==> src/rtl/shift_register.sv <==
// Serial-in, parallel-out shift register with clock enable; SHIFT_REGISTER_SO_EN adds serial-out o_SO.
// Latency: a bit sampled on i_SI reaches o_DATA[k] after k+1 enabled edges; disabled edges hold state.
// Backpressure: none; i_En is the only advance control and every enabled edge shifts.
module shift_register #(
    parameter int WIDTH = 4
) (
    input  logic             i_CLK,
    input  logic             i_RST,
    input  logic             i_En,
    input  logic             i_SI,
    output logic [WIDTH-1:0] o_DATA
`ifdef SHIFT_REGISTER_SO_EN
    ,
    output logic             o_SO
`endif
);

    logic [WIDTH-1:0] data_q;
    logic [WIDTH-1:0] data_d;
    logic [WIDTH-1:0] shift_val;

    // A one-stage register has no lower slice to carry, so it simply reloads from i_SI.
    generate
        if (WIDTH == 1) begin : g_single
            assign shift_val = i_SI;
        end else begin : g_multi
            assign shift_val = {data_q[WIDTH-2:0], i_SI};
        end
    endgenerate

    always_comb begin
        data_d = data_q;
        if (i_En) begin
            data_d = shift_val;
        end
    end

    always_ff @(posedge i_CLK) begin
        if (i_RST) begin
            data_q <= '0;
        end else begin
            data_q <= data_d;
        end
    end

    assign o_DATA = data_q;

`ifdef SHIFT_REGISTER_SO_EN
    assign o_SO = data_q[WIDTH-1];
`endif

endmodule

==> config.mk <==
export PLATFORM = sky130hd
export DESIGN_NAME = shift_register
export DESIGN_NICKNAME = d
export VERILOG_FILES = /design/src/rtl/shift_register.sv
export SDC_FILE = /design/constraint.sdc
export NUM_CORES = 1
export LEC_CHECK = 0
export BUFFER_PORTS_ARGS = -buffer_cell sky130_fd_sc_hd__buf_2
export CAP_MARGIN = 20
export CORE_AREA = 2 2 39 41
export CTS_CLUSTER_SIZE = 20
export DETAILED_ROUTE_END_ITERATION = 8
export DIE_AREA = 0 0 41 43
export PLACE_DENSITY_LB_ADDON = 0.3
export SLEW_MARGIN = 15
export SYNTH_ARGS = -nofsm -noshare
export SYNTH_HDL_FRONTEND = slang
export SYNTH_SLANG_ARGS = --single-unit
==> constraint.sdc <==
create_clock -name i_CLK -period 1 [get_ports i_CLK]
set_clock_uncertainty 0.2 [all_clocks]
set_input_delay 0.25 -clock i_CLK [delete_from_list [all_inputs] [get_ports i_CLK]]
set_output_delay 0.25 -clock i_CLK [all_outputs]
set_load 0.005 [all_outputs]
==> impl_metrics.yaml <==
outcome:
  status: "finished with violations"
  violations: "negative setup slack"
placed_design:
  dpl-instance-area_um2: 190.2
  io_buffers: 7
  place_inst: 35
  gp_congestion: 0.4662
  pre_cts_ws_ns: 0.03405
layout:
  syn2layout_area_growth_pct: 80.36
  final_layout_size_suffix_gt1_frac: 0.6800
  fin_util: 0.1826
  n_fill_cell: 164
  largest_reg_flops: 4
  design_area_um2: 252.7
  final_cells: 41
  antenna_cells: 0
  final_common_cell: "buf_2"
  nNetsFinal: 31
  layout_common_cells: "buf_2, mux2i_1, nor2_1, dfxtp_2"
floorplanning:
  die_x_um: 41
  num_rows: 14
  core_area_um2: 1384
  die_height_um: 43
  ioPinCount: 8
  fp.dieArea_um2: 1763
  initial_core_util: 0.1013
grt:
  met3_usage: 0.03141
  grt_pass1_wl_um: 489
  overflow: 0
  antenna_found_initial: 0
  grt_pass1_vias: 141
  grt.busiest_layer: "met4"
  grt_usage: 0.04920
  use_met1: 0.04180
  grt_max_degree: 5
  gr-usage-met2: 0.05625
logic_synthesis:
  synth_top_area_frac: 0.5714
  ys_seq_elements: 4
  synth_cell_types: 4
  syn_avg_cell_area_um2: 10.78
  syn-cell-area_um2: 140.1
  yosys_warnings: 0
  yosysTopAreaCell: "dfxtp_1"
  syn-instance-count: 13
  synth_area_leaders: "dfxtp_1, mux2i_1, nor2_1"
  synth_seq_area_share: 0.5714
  synth_nets: 17
worst_setup_path:
  r2r_start: "o_DATA[1]"
  path_cells: "buf_2"
  reg2reg_to: "o_DATA[2]"
  slowest_stage: "dfxtp_2"
  worstSetupEndpointType: "output port"
  rr_worst_depth: 3
  worst_setup_path_start_kind: "flip-flop"
  crit_fanout: 2
  crit_required_ns: 0.55
  critical_path_class: "reg -> out"
  worst-path-buf-inv: 1
  crit_family: "flip-flops"
  critPathMaxStageDelay_ns: 0.31
  cp.arrival_ns: 0.66
  r2r_slack_ns: 0.07
sta:
  setup_viol: 4
  rsz0062_at_grt: "true"
  setup_ws_ns: -0.1106
  fmax_mhz: 900.5
  tightest_slew_ns: 0.1286
  hold_viol_final: 0
  slew_headroom: 0.9118
  fin_tns_setup_ns: -0.4232
  maxSlewViolCount: 0
  period_share: 1.111
  finalCriticalPeriod_ns: 1.111
  hold-worst-slack_ns: 0.005543
drt:
  dr_total_vias: 137
  vias_per_cell: 3.341
  routed_wire_length_per_instance_um: 7.805
  drc: 0
  routed_wl_um: 320
  drt-initial-drc-count: 3
  first_pass_iters: 2
  ant_nets: 0
power_and_ir_drop:
  peakVddDrop_uv: 289.0
  power.total_mw: 0.3977
  leakagePower_nw: 0.1283
  power_density_nw_per_um2: 1574
worst_hold_path:
  whs_path_depth: 2
  hp-class: "in -> reg"
  worstHoldEndpoint: "o_DATA[0]"
  min_from: "i_RST"
cts:
  postCtsHoldBufs: 0
  cts_tree: "yes"
  clk_pin_slew_worst_paths_ns: 0.03
  clk_latency_ns: 0.23
  htreeDepth: 1
  cts_buffer_depth: 2
  clkSinkCount: 4
  ctsRootBufferMaster: "clkbuf_4"
  cts-buffers-inserted: 3
flow_run:
  maxCapViolations: 0
==> Yosys cell counts <==
cell,number
mux2i_1,4
nor2_1,4
dfxtp_1,4
clkbuf_2,1
==> what timing repair did <==
action,4_1_cts,5_1_grt
setup buffers,2,1
cloned,0,0
endpoints found under the setup margin,4,5
gates resized for setup,4,2
pin swaps,0,1
==> metal layers <==
| metal | wire length [um] | up-vias | share of wire |
|---|---|---|---|
| li1 | - | 66 | - |
| met5 | 0 | - | 0 |
| met3 | 64 | 4 | 0.20 |
| met2 | 117 | 10 | 0.37 |
| met4 | 21 | 0 | 0.066 |
| met1 | 116 | 57 | 0.36 |
==> power by group <==
part | switching [mW] | internal, mW | leakage, nW | total, mW
clock network | 0.0616 | 0.134 | 0.0138 | 0.196
registers | 0.00271 | 0.166 | 0.0343 | 0.169
logic | 0.0129 | 0.0203 | 0.0802 | 0.0332
total | 0.0773 | 0.320 | 0.128 | 0.398
==> cell families after synthesis <==
logic type,share of synthesized area
simple gates,0.1071
flops,0.5715
buf+inv,0.03568
mux,0.2857
==> cell type report <==
class | instances | area [um^2] | share of cell area
multi-input cells | 8 | 55.05 | 0.2178
flip-flops and latches | 4 | 85.08 | 0.3366
well taps | 16 | 20.02 | 0.07921
clock buffers | 3 | 22.52 | 0.08911
repair buffers | 10 | 70.07 | 0.2772
==> worst max path at each step <==
stage	from	endpoint	slack, ns	depth (start not counted)
2_1_floorplan	i_En	o_DATA[0]	0.07	3
3_3_place_gp	i_En	o_DATA[2]	0.05	3
3_5_place_dp	i_En	o_DATA[0]	0.03	3
4_1_cts	o_DATA[1]	o_DATA[1]	-0.13	1
5_1_grt	o_DATA[1]	o_DATA[1]	-0.13	1
6_report	o_DATA[2]	o_DATA[2]	-0.11	1
(Power assumes the default switching activity.)
